## src/rtl/branch_unit_pkg.sv

```systemverilog
// Shared definitions for the branch unit: op encodings, branch funct3 codes, FSM states.
package branch_unit_pkg;
  localparam logic [1:0] OP_BR   = 2'b00;
  localparam logic [1:0] OP_JAL  = 2'b01;
  localparam logic [1:0] OP_JALR = 2'b10;
  localparam logic [1:0] OP_RSV  = 2'b11;

  localparam logic [2:0] F3_BEQ  = 3'b000;
  localparam logic [2:0] F3_BNE  = 3'b001;
  localparam logic [2:0] F3_BLT  = 3'b100;
  localparam logic [2:0] F3_BGE  = 3'b101;
  localparam logic [2:0] F3_BLTU = 3'b110;
  localparam logic [2:0] F3_BGEU = 3'b111;

  typedef enum logic [1:0] {S_IDLE, S_RESOLVE, S_FLUSH} state_e;
endpackage

```

## src/rtl/branch_unit_if.sv

```systemverilog
// Request handshake and result/redirect bus between EX control and the branch unit.
interface branch_unit_if;
  logic        br_valid;
  logic        br_ready;
  logic [1:0]  br_op;
  logic [2:0]  br_funct3;
  logic [31:0] br_pc;
  logic [31:0] br_imm;
  logic [31:0] rs1;
  logic [31:0] rs2;
  logic        res_valid;
  logic        res_taken;
  logic [31:0] res_link;
  logic        redirect_valid;
  logic [31:0] redirect_pc;
  logic        flush;
  logic        illegal;
  logic        misalign;

  modport master (
    output br_valid, br_op, br_funct3, br_pc, br_imm, rs1, rs2,
    input  br_ready, res_valid, res_taken, res_link, redirect_valid,
           redirect_pc, flush, illegal, misalign
  );

  modport slave (
    input  br_valid, br_op, br_funct3, br_pc, br_imm, rs1, rs2,
    output br_ready, res_valid, res_taken, res_link, redirect_valid,
           redirect_pc, flush, illegal, misalign
  );
endinterface

```

## src/rtl/branch_comp.sv

```systemverilog
// Shared comparator: equality and signed/unsigned less-than.
module branch_comp (
  input  logic [31:0] A,
  input  logic [31:0] B,
  input  logic        brUn,
  output logic        eq,
  output logic        lt
);
  assign eq = (A == B);
  assign lt = brUn ? (A < B) : ($signed(A) < $signed(B));
endmodule

```

## src/rtl/branch_unit.sv

```systemverilog
// Branch/jump resolution: accept op, resolve on registered operands, redirect and squash.
module branch_unit
  import branch_unit_pkg::*;
#(
  parameter int FLUSH_CYCLES = 2,
  parameter int CNT_W        = 32
) (
  input  logic             clk,
  input  logic             rst_n,
  branch_unit_if.slave     bus,
  input  logic             br_kill,
  output logic [CNT_W-1:0] cnt_resolved,
  output logic [CNT_W-1:0] cnt_taken
);
  localparam int FW = (FLUSH_CYCLES > 1) ? $clog2(FLUSH_CYCLES) : 1;

  state_e           r_state;
  logic             r_ready;
  logic [1:0]       r_op;
  logic [2:0]       r_f3;
  logic [31:0]      r_pc, r_imm, r_rs1, r_rs2;
  logic             r_res_valid, r_res_taken, r_illegal, r_misalign;
  logic [31:0]      r_res_link, r_redir_pc;
  logic             r_redir_valid, r_flush;
  logic [FW-1:0]    r_fcnt;
  logic [CNT_W-1:0] r_cnt_res, r_cnt_tk;

  logic        w_eq, w_lt, w_cond, w_illegal, w_taken_raw, w_misalign, w_taken;
  logic [31:0] w_target, w_link;

  branch_comp u_comp (
    .A    (r_rs1),
    .B    (r_rs2),
    .brUn (r_f3[1]),
    .eq   (w_eq),
    .lt   (w_lt)
  );

  // Decode the branch condition and legality from the registered op.
  always_comb begin
    w_cond    = 1'b0;
    w_illegal = 1'b0;
    case (r_f3)
      F3_BEQ:           w_cond = w_eq;
      F3_BNE:           w_cond = ~w_eq;
      F3_BLT, F3_BLTU:  w_cond = w_lt;
      F3_BGE, F3_BGEU:  w_cond = ~w_lt;
      default:          w_illegal = (r_op == OP_BR);
    endcase
    if (r_op == OP_RSV) w_illegal = 1'b1;
  end

  // JALR clears bit0; everything else is pc-relative. Adds wrap mod 2^32.
  assign w_target    = (r_op == OP_JALR) ? ((r_rs1 + r_imm) & ~32'h1) : (r_pc + r_imm);
  assign w_link      = r_pc + 32'd4;
  assign w_taken_raw = ~w_illegal & ((r_op == OP_JAL) | (r_op == OP_JALR) |
                                     ((r_op == OP_BR) & w_cond));
  // A misaligned taken target becomes an exception rather than a redirect.
  assign w_misalign  = w_taken_raw & w_target[1];
  assign w_taken     = w_taken_raw & ~w_misalign;

  // FSM with registered outputs, flush down-counter and perf counters.
  always_ff @(posedge clk or negedge rst_n) begin
    if (!rst_n) begin
      r_state       <= S_IDLE;
      r_ready       <= 1'b1;
      r_op          <= '0;
      r_f3          <= '0;
      r_pc          <= '0;
      r_imm         <= '0;
      r_rs1         <= '0;
      r_rs2         <= '0;
      r_res_valid   <= 1'b0;
      r_res_taken   <= 1'b0;
      r_illegal     <= 1'b0;
      r_misalign    <= 1'b0;
      r_res_link    <= '0;
      r_redir_pc    <= '0;
      r_redir_valid <= 1'b0;
      r_flush       <= 1'b0;
      r_fcnt        <= '0;
      r_cnt_res     <= '0;
      r_cnt_tk      <= '0;
    end else begin
      r_res_valid   <= 1'b0;
      r_redir_valid <= 1'b0;
      case (r_state)
        S_IDLE: begin
          // A kill in the same cycle blocks acceptance of the offer.
          if (bus.br_valid && r_ready && !br_kill) begin
            r_op    <= bus.br_op;
            r_f3    <= bus.br_funct3;
            r_pc    <= bus.br_pc;
            r_imm   <= bus.br_imm;
            r_rs1   <= bus.rs1;
            r_rs2   <= bus.rs2;
            r_ready <= 1'b0;
            r_state <= S_RESOLVE;
          end
        end
        S_RESOLVE: begin
          if (br_kill) begin
            r_ready <= 1'b1;
            r_state <= S_IDLE;
          end else begin
            r_res_valid <= 1'b1;
            r_res_taken <= w_taken;
            r_res_link  <= w_link;
            r_illegal   <= w_illegal;
            r_misalign  <= w_misalign;
            r_redir_pc  <= w_target;
            r_cnt_res   <= r_cnt_res + 1'b1;
            if (w_taken) begin
              r_redir_valid <= 1'b1;
              r_flush       <= 1'b1;
              r_fcnt        <= FW'(FLUSH_CYCLES - 1);
              r_cnt_tk      <= r_cnt_tk + 1'b1;
              r_state       <= S_FLUSH;
            end else begin
              r_ready <= 1'b1;
              r_state <= S_IDLE;
            end
          end
        end
        S_FLUSH: begin
          // The redirect cycle already counted as the first flush cycle.
          if (r_fcnt == '0) begin
            r_flush <= 1'b0;
            r_ready <= 1'b1;
            r_state <= S_IDLE;
          end else begin
            r_fcnt <= r_fcnt - 1'b1;
          end
        end
        default: begin
          r_flush <= 1'b0;
          r_ready <= 1'b1;
          r_state <= S_IDLE;
        end
      endcase
    end
  end

  assign bus.br_ready       = r_ready;
  assign bus.res_valid      = r_res_valid;
  assign bus.res_taken      = r_res_taken;
  assign bus.res_link       = r_res_link;
  assign bus.redirect_valid = r_redir_valid;
  assign bus.redirect_pc    = r_redir_pc;
  assign bus.flush          = r_flush;
  assign bus.illegal        = r_illegal;
  assign bus.misalign       = r_misalign;
  assign cnt_resolved       = r_cnt_res;
  assign cnt_taken          = r_cnt_tk;
endmodule
```

## src/flat_wrapper.sv

```systemverilog
// flat-port wrapper written by rule: the top's interface ports become plain ports
module branch_unit_flat import branch_unit_pkg::*;
#(
  parameter int FLUSH_CYCLES = 2,
  parameter int CNT_W        = 32
)
  (clk, rst_n, br_kill, cnt_resolved, cnt_taken, bus_br_valid, bus_br_op, bus_br_funct3, bus_br_pc, bus_br_imm, bus_rs1, bus_rs2, bus_br_ready, bus_res_valid, bus_res_taken, bus_res_link, bus_redirect_valid, bus_redirect_pc, bus_flush, bus_illegal, bus_misalign);
  branch_unit_if bus_i ();
  input  logic clk;
  input  logic rst_n;
  input  logic br_kill;
  output logic [CNT_W-1:0] cnt_resolved;
  output logic [CNT_W-1:0] cnt_taken;
  input wire logic [$bits(bus_i.br_valid)-1:0] bus_br_valid;
  input wire logic [$bits(bus_i.br_op)-1:0] bus_br_op;
  input wire logic [$bits(bus_i.br_funct3)-1:0] bus_br_funct3;
  input wire logic [$bits(bus_i.br_pc)-1:0] bus_br_pc;
  input wire logic [$bits(bus_i.br_imm)-1:0] bus_br_imm;
  input wire logic [$bits(bus_i.rs1)-1:0] bus_rs1;
  input wire logic [$bits(bus_i.rs2)-1:0] bus_rs2;
  output wire logic [$bits(bus_i.br_ready)-1:0] bus_br_ready;
  output wire logic [$bits(bus_i.res_valid)-1:0] bus_res_valid;
  output wire logic [$bits(bus_i.res_taken)-1:0] bus_res_taken;
  output wire logic [$bits(bus_i.res_link)-1:0] bus_res_link;
  output wire logic [$bits(bus_i.redirect_valid)-1:0] bus_redirect_valid;
  output wire logic [$bits(bus_i.redirect_pc)-1:0] bus_redirect_pc;
  output wire logic [$bits(bus_i.flush)-1:0] bus_flush;
  output wire logic [$bits(bus_i.illegal)-1:0] bus_illegal;
  output wire logic [$bits(bus_i.misalign)-1:0] bus_misalign;
  assign bus_i.br_valid = bus_br_valid;
  assign bus_i.br_op = bus_br_op;
  assign bus_i.br_funct3 = bus_br_funct3;
  assign bus_i.br_pc = bus_br_pc;
  assign bus_i.br_imm = bus_br_imm;
  assign bus_i.rs1 = bus_rs1;
  assign bus_i.rs2 = bus_rs2;
  assign bus_br_ready = bus_i.br_ready;
  assign bus_res_valid = bus_i.res_valid;
  assign bus_res_taken = bus_i.res_taken;
  assign bus_res_link = bus_i.res_link;
  assign bus_redirect_valid = bus_i.redirect_valid;
  assign bus_redirect_pc = bus_i.redirect_pc;
  assign bus_flush = bus_i.flush;
  assign bus_illegal = bus_i.illegal;
  assign bus_misalign = bus_i.misalign;
  branch_unit #(.FLUSH_CYCLES(FLUSH_CYCLES), .CNT_W(CNT_W)) u_core (.clk(clk), .rst_n(rst_n), .bus(bus_i), .br_kill(br_kill), .cnt_resolved(cnt_resolved), .cnt_taken(cnt_taken));
endmodule
```

## config.mk

```make
export PLATFORM = sky130hd
export DESIGN_NAME = branch_unit_flat
export DESIGN_NICKNAME = d
export VERILOG_FILES = /design/src/rtl/branch_unit_pkg.sv /design/src/rtl/branch_unit_if.sv /design/src/rtl/branch_comp.sv /design/src/rtl/branch_unit.sv /design/src/flat_wrapper.sv
export SDC_FILE = /design/constraint.sdc
export NUM_CORES = 1
export LEC_CHECK = 0
export CAP_MARGIN = 0
export CORE_UTILIZATION = 54
export CTS_CLUSTER_DIAMETER = 80
export DETAILED_ROUTE_END_ITERATION = 8
export PLACE_DENSITY = 0.89
export SETUP_SLACK_MARGIN = 0.2
export SLEW_MARGIN = 20
export SYNTH_ARGS = -nofsm -noshare
export SYNTH_HDL_FRONTEND = slang
export SYNTH_SLANG_ARGS = --single-unit
```

## constraint.sdc

```tcl
create_clock -name clk -period 3.8 [get_ports clk]
set_input_delay 0.95 -clock clk [delete_from_list [all_inputs] [get_ports clk]]
set_output_delay 0.95 -clock clk [all_outputs]
set_load 0.005 [all_outputs]
```

* Word level (Yosys, flattened, before mapping) *
Index checks and enable logic that the tools add are counted.

word-level totals
  register bits after elaboration = 271
  output and inout port bits = 135
  logic and storage cells = 98

operators by class
  add/sub/neg operators = 6
  $lt $le $gt $ge = 2
  eq/ne operators = 16
  multiplexer cells = 26
  bitwise logic cells = 12
  reductions and logical operators = 17

operators with widths
  cell                   count
  $add 32x1->32 const B  2
  $add 32x32->32         2
  $lt 32x32->1           2
  $add 32x3->32 const B  1
  $eq 32x32->1           1
  $mux 32                1
  $mux 1                 16
  $eq 3x3->1 const B     4
  $reduce_and 3->1       3
  $mux 2                 4
  $eq 2x2->1 const B     3
  $not 1->1              6
  $pmux 1 s3             2
  $pmux 2 s3             1
  $reduce_and 2->1       3
  $reduce_or 6->1        1
  $and 1x1->1            4
  $eq 2x1->1 const B     2
  $logic_not 2->1        2
  $ne 2x1->1 const B     2
  $ne 2x2->1 const B     2
  $pmux 1 s4             1
  $reduce_and 4->1       1
  $reduce_or 2->1        2
  9 further kinds        11

* Depth between registers and ports, before layout *
  depth after elaboration = 13
  gate-level depth with buffers = 13

* By module *
From an unflattened synthesis, not the netlist that was laid out.

second synthesis, totals
  cells, all modules = 1716
  area total of the unflattened synthesis = 15078.2 um2

modules (own cells, without submodules)
  module       instances  cells an instance  area an instance (um2)  seq. area each (um2)
  branch_unit  1          1604               14263.7                 6782.8
  branch_comp  1          112                814.5                   0.0

* Worst setup path after synthesis *
OpenSTA, ideal clock, no wires.

  path kind = input to register
  start = in br_kill
  end = reg u_core.r_cnt_res[28] (netlist: u_core.cnt_resolved[28])
  library setup time = 124 ps
  arrival = 2764 ps
  path slack = 912 ps
  stages on the path = 12
  path buffers = 1
  cells stage by stage = or3_1 -> buf_2 -> inv_2 -> nand3_1 -> or2_1 -> nor2_2 -> and3_1 -> inv_2 -> nor2_2 -> and4_1 -> nand2_1 -> xnor2_1

on the way
  word-level cells in the longest chain between the ends = 2

ends and longest elaborated chain
  what                               RTL line            text
  start, declared                    flat_wrapper.sv:11  input logic br_kill;
  $not 1->1 (no source line)         --
  $reduce_and 2->1 (no source line)  --
  end signal, assigned               branch_unit.sv:112  r_cnt_res <= r_cnt_res + 1'b1;
  end, declared                      branch_unit.sv:26   logic [CNT_W-1:0] r_cnt_res, r_cnt_tk;

Every way passes these cells.
A chain may end at the register's enable or synchronous reset.

* Worst setup path after layout *
  start = reg u_core.r_rs1[31]
  end = reg u_core.r_cnt_tk[7] (netlist: u_core.cnt_taken[7])

on the way
  word-level cells in the longest chain between the ends = 11
  elaborated cells between the ends (all ways) = 14
  those cells by class = order compare: 2; eq/ne: 1; mux: 2; bitwise: 8; reduce/logical: 1

ends and longest elaborated chain
  what                                   RTL line            text
  start, declared                        branch_unit.sv:21   logic [31:0] r_pc, r_imm, r_rs1, r_rs2;
  start signal, assigned                 branch_unit.sv:95   r_rs1 <= bus.rs1;
  $lt 32x32->1                           branch_comp.sv:10   assign lt = brUn ? (A < B) : ($signed(A) < $signed(B));
  $mux 1                                 branch_comp.sv:10
  $not 1->1                              branch_unit.sv:47   F3_BGE, F3_BGEU: w_cond = ~w_lt;
  $pmux 1 s4 (*)                         branch_unit.sv:43   case (r_f3)
  $and 1x1->1 (*)                        branch_unit.sv:57   ((r_op == OP_BR) & w_cond));
  $or 1x1->1 (*)                         branch_unit.sv:56   assign w_taken_raw = ~w_illegal & ((r_op == OP_JAL) | (r_op == OP_JALR) |
  $and 1x1->1 (*)                        branch_unit.sv:56
  $and 1x1->1                            branch_unit.sv:59   assign w_misalign = w_taken_raw & w_target[1];
  $not 1->1                              branch_unit.sv:60   assign w_taken = w_taken_raw & ~w_misalign;
  $and 1x1->1 (*)                        branch_unit.sv:60
  $reduce_and 3->1 (no source line) (*)  --
  end signal, assigned                   branch_unit.sv:117  r_cnt_tk <= r_cnt_tk + 1'b1;
  end, declared                          branch_unit.sv:26

Every way passes the cells marked *; elsewhere a longest branch is shown, timed or not.

==> metrics.cfg <==
[critical_path]
cp_common_cell=nand4_1
cp-end-kind=flip-flop
cp_top_family=simple AND/OR/NAND/NOR gates
slowest_stage=nor4_2
worst-path-buf-inv=0
crit_type=reg -> reg
arrival_ns=3.87
crit_required_ns=4.27
crit_chain=ha_1 -> nand4_1 -> nor4_2 -> nand3_1 -> xnor2_1 -> nand4_1 -> o2111a_1 -> nand3_2 -> nand3_4 -> nor4_1 -> xor2_1
crit_path_start_kind=flip-flop
cp_max_fo=26
critPathMaxStageDelay_ns=0.50

[place]
numPortBuffers=271
routabilityCongestion=0.9289
dp_hpwl_um=30860
dpl_cell_area_mm2=0.01823
dp_cells=2289

[die]
design.core.area_mm2=0.02718
die_w_um=169.2
io_pins=272
rows=60
dieArea_mm2=0.02863
die_y_um=169.2
initial_core_util_pct=55.55

[routing]
wl_met3_um=3310
post-route-drc-count=0
wl_met2_um=20300
first_iter_violations=1140
top_layer=met4
wl_per_cell_um=17.97
drt-pass1-iter-count=5
routed_wirelength_um=42090
drt-met1-wl_um=16870
drtAntennaViolNets=0
via_per_inst=5.701
vias=13350

[logic_synthesis]
synth_area_leaders=dfrtp_1 (45%), nand2_1 (12%), ha_1 (8.2%), xor2_1 (4.2%), xnor2_1 (3.9%)
synth.most_common_cell=nand2_1
ys_types=85
synth_cells=1687
synth_nets=1925
ys_ff_latch=271
synth.cell_area_mm2=0.01510
yosysSeqAreaShare_pct=44.93
yosys_warnings=0
synth_top_area_share_pct=44.76
yosysTopAreaCell=dfrtp_1
syn-mean-instance-area_um2=8.948
synth-edff-count=0
async_flop_share_pct=100.0
synthFlopType=dfrtp_1
netlist_top_cells_count=nand2_1 (467), dfrtp_1 (270), o21ai_0 (110), ha_1 (99), xor2_1 (73)

[clock_network]
cts_tree=yes
cts-buffers-inserted=29
htreeDepth=1
cts.sinks=271
root_buffer=clkbuf_16
clk_pin_slew_worst_paths_ns=0.06
cts_setup_buffers=0
clockBufferDepth=3
clock_latency_ns=0.55

[cells_and_area]
nFillCells=1986
utilization_pct=70.48
syn2layout_area_growth_pct=26.88
fin_area_mm2=0.01915
post_route_cells_drive_above_1_share_pct=5.076
multiInputGateArea_mm2=0.007859
diodes=0
nNetsFinal=2186
stdcell_count=2342
regArea_mm2=0.006783

[timing]
rsz0062_at_grt=false
hold_violations=0
drv_slew=0
worst_pin_slew_ns=1.064
tns_ns=0
fin_worst_hold_slack_ns=0.3771
final.setup_skew_ns=0.01068
final.period_utilization_pct=89.33
slew_headroom_pct=29.06
timing.fmax_mhz=294.6
setup_violations=0
period_needed_ns=3.395

[power]
peakVddDrop_uv=492.1
p_per_area_mw_per_mm2=806.6
leakage_nw=9.109

[grt]
grt_start_max_net_pins=117
grt_pass1_vias=13130
grt_pass1_wl_um=66920
grt_usage_pct=29.44
overflow=0
grt_antenna_before_repair=0

[run_status]
outcome=finished clean

[min_path]
hp-class=in -> async

[job]
max_cap_violations=0

[state kept, by name (all words and copies together) (netlist names), 3 cells and up]
name	count
u_core.r_f3	3
u_core.r_pc	32
u_core.r_rs2	32
u_core.bus.redirect_pc	32
u_core.cnt_taken	32
u_core.bus.res_link	32
u_core.cnt_resolved	32
u_core.r_rs1	32
u_core.r_imm	32
[metal layers]
| layer | vias to the layer above | global-route usage (%) |
|---|---|---|
| met5 | - | 0 |
| met2 | 608 | 49.99 |
| li1 | 6283 | - |
| met1 | 6359 | 37.54 |
| met3 | 102 | 4.874 |
| met4 | 0 | 11.79 |
[report_power, final]
part / internal (mW) / switching, mW
sequential: 3.92 / 1.04
combinational: 3.50 / 4.24
clock: 1.58 / 1.17
[worst register-to-register path, cell delays in order, from the launching register on]
cell      delay [ns]
dfrtp_1         0.42
ha_1            0.34
nand4_1         0.20
nor4_2          0.50
nand3_1         0.21
xnor2_1         0.19
nand4_1         0.12
o2111a_1        0.17
nand3_2         0.18
nand3_4         0.32
nor4_1          0.50
xor2_1          0.18
[worst paths after layout]
path | from | endpoint | slack [ns] | cells after the start
worst min-delay path | rst_n | u_core.cnt_resolved[31]$_DFFE_PN0P_ | 0.38 | 1
worst max register to register | u_core.r_rs1[31]$_DFFE_PN0P_ | u_core.cnt_taken[7]$_DFFE_PN0P_ | 0.41 | 11
max in group asynchronous | rst_n | u_core.r_pc[5]$_DFFE_PN0P_ | 2.57 | 2
worst max-delay path | u_core.r_rs1[31]$_DFFE_PN0P_ | u_core.cnt_taken[7]$_DFFE_PN0P_ | 0.41 | 11
worst min register to register | u_core.cnt_resolved[31]$_DFFE_PN0P_ | u_core.cnt_resolved[31]$_DFFE_PN0P_ | 0.47 | 1
min in group clk | u_core.cnt_resolved[31]$_DFFE_PN0P_ | u_core.cnt_resolved[31]$_DFFE_PN0P_ | 0.47 | 1
[cells by family (layout without fill, tap and decap cells)]
kind of cell / after synthesis / in the layout / synth area share (%)
compound gates: 323 / 323 / 13.44
fa+ha+maj: 101 / 101 / 8.471
flops: 271 / 271 / 44.93
buf+inv: 124 / 407 / 3.241
xor+xnor: 141 / 141 / 8.181
mux: 10 / 10 / 0.6879
simple gates: 717 / 717 / 21.04
[through the flow]
stage,total power [mW],worst slack (ns)
after global routing,16.54,0.2069
after detailed placement,12.51,0.3360
final,15.45,0.4053
after CTS,15.39,0.3418
after global placement,12.19,0.3933
after floorplan,9.809,0.9120
[layout by cell type, fill, tap and decap left out, drive strengths merged, types with 4 or more instances in the layout]
cell type and count:
nand3 43, buf 17, nor2b 12, o211ai 5
and3 18, clkinv 7, dfrtp 270, xor2 73
nor2 71, a21o 39, clkdlybuf4s50 270, and2 4
inv 67, a211oi 15, ha 99, a2111oi 4
o31ai 5, and4 8, nor4 20, nand4 25
nor3 21, o21bai 6, nand2 467, a31oi 6
mux2i 7, xnor2 68, or2 6, a21oi 72
clkbuf 42, o22ai 6, or3 6, nand2b 9
o21ai 124, a21boi 5, o21a 12
[repair_timing]
action | in CTS | in global routing
gates resized for setup | 0 | 4
hold buffers | 0 | 0
endpoints found under the setup margin | 0 | 16
[final cells by class]
| cell class | instances | area share (%) |
|---|---|---|
| clock buffers | 42 | 4.148 |
| repair buffers | 287 | 15.08 |
| well taps | 372 | 2.430 |
| multi-input cells | 1292 | 41.03 |
| clock inverters | 11 | 0.5749 |
| inverters | 67 | 1.326 |
| flip-flops and latches | 271 | 35.41 |
Power figures use the tool's default switching activity.
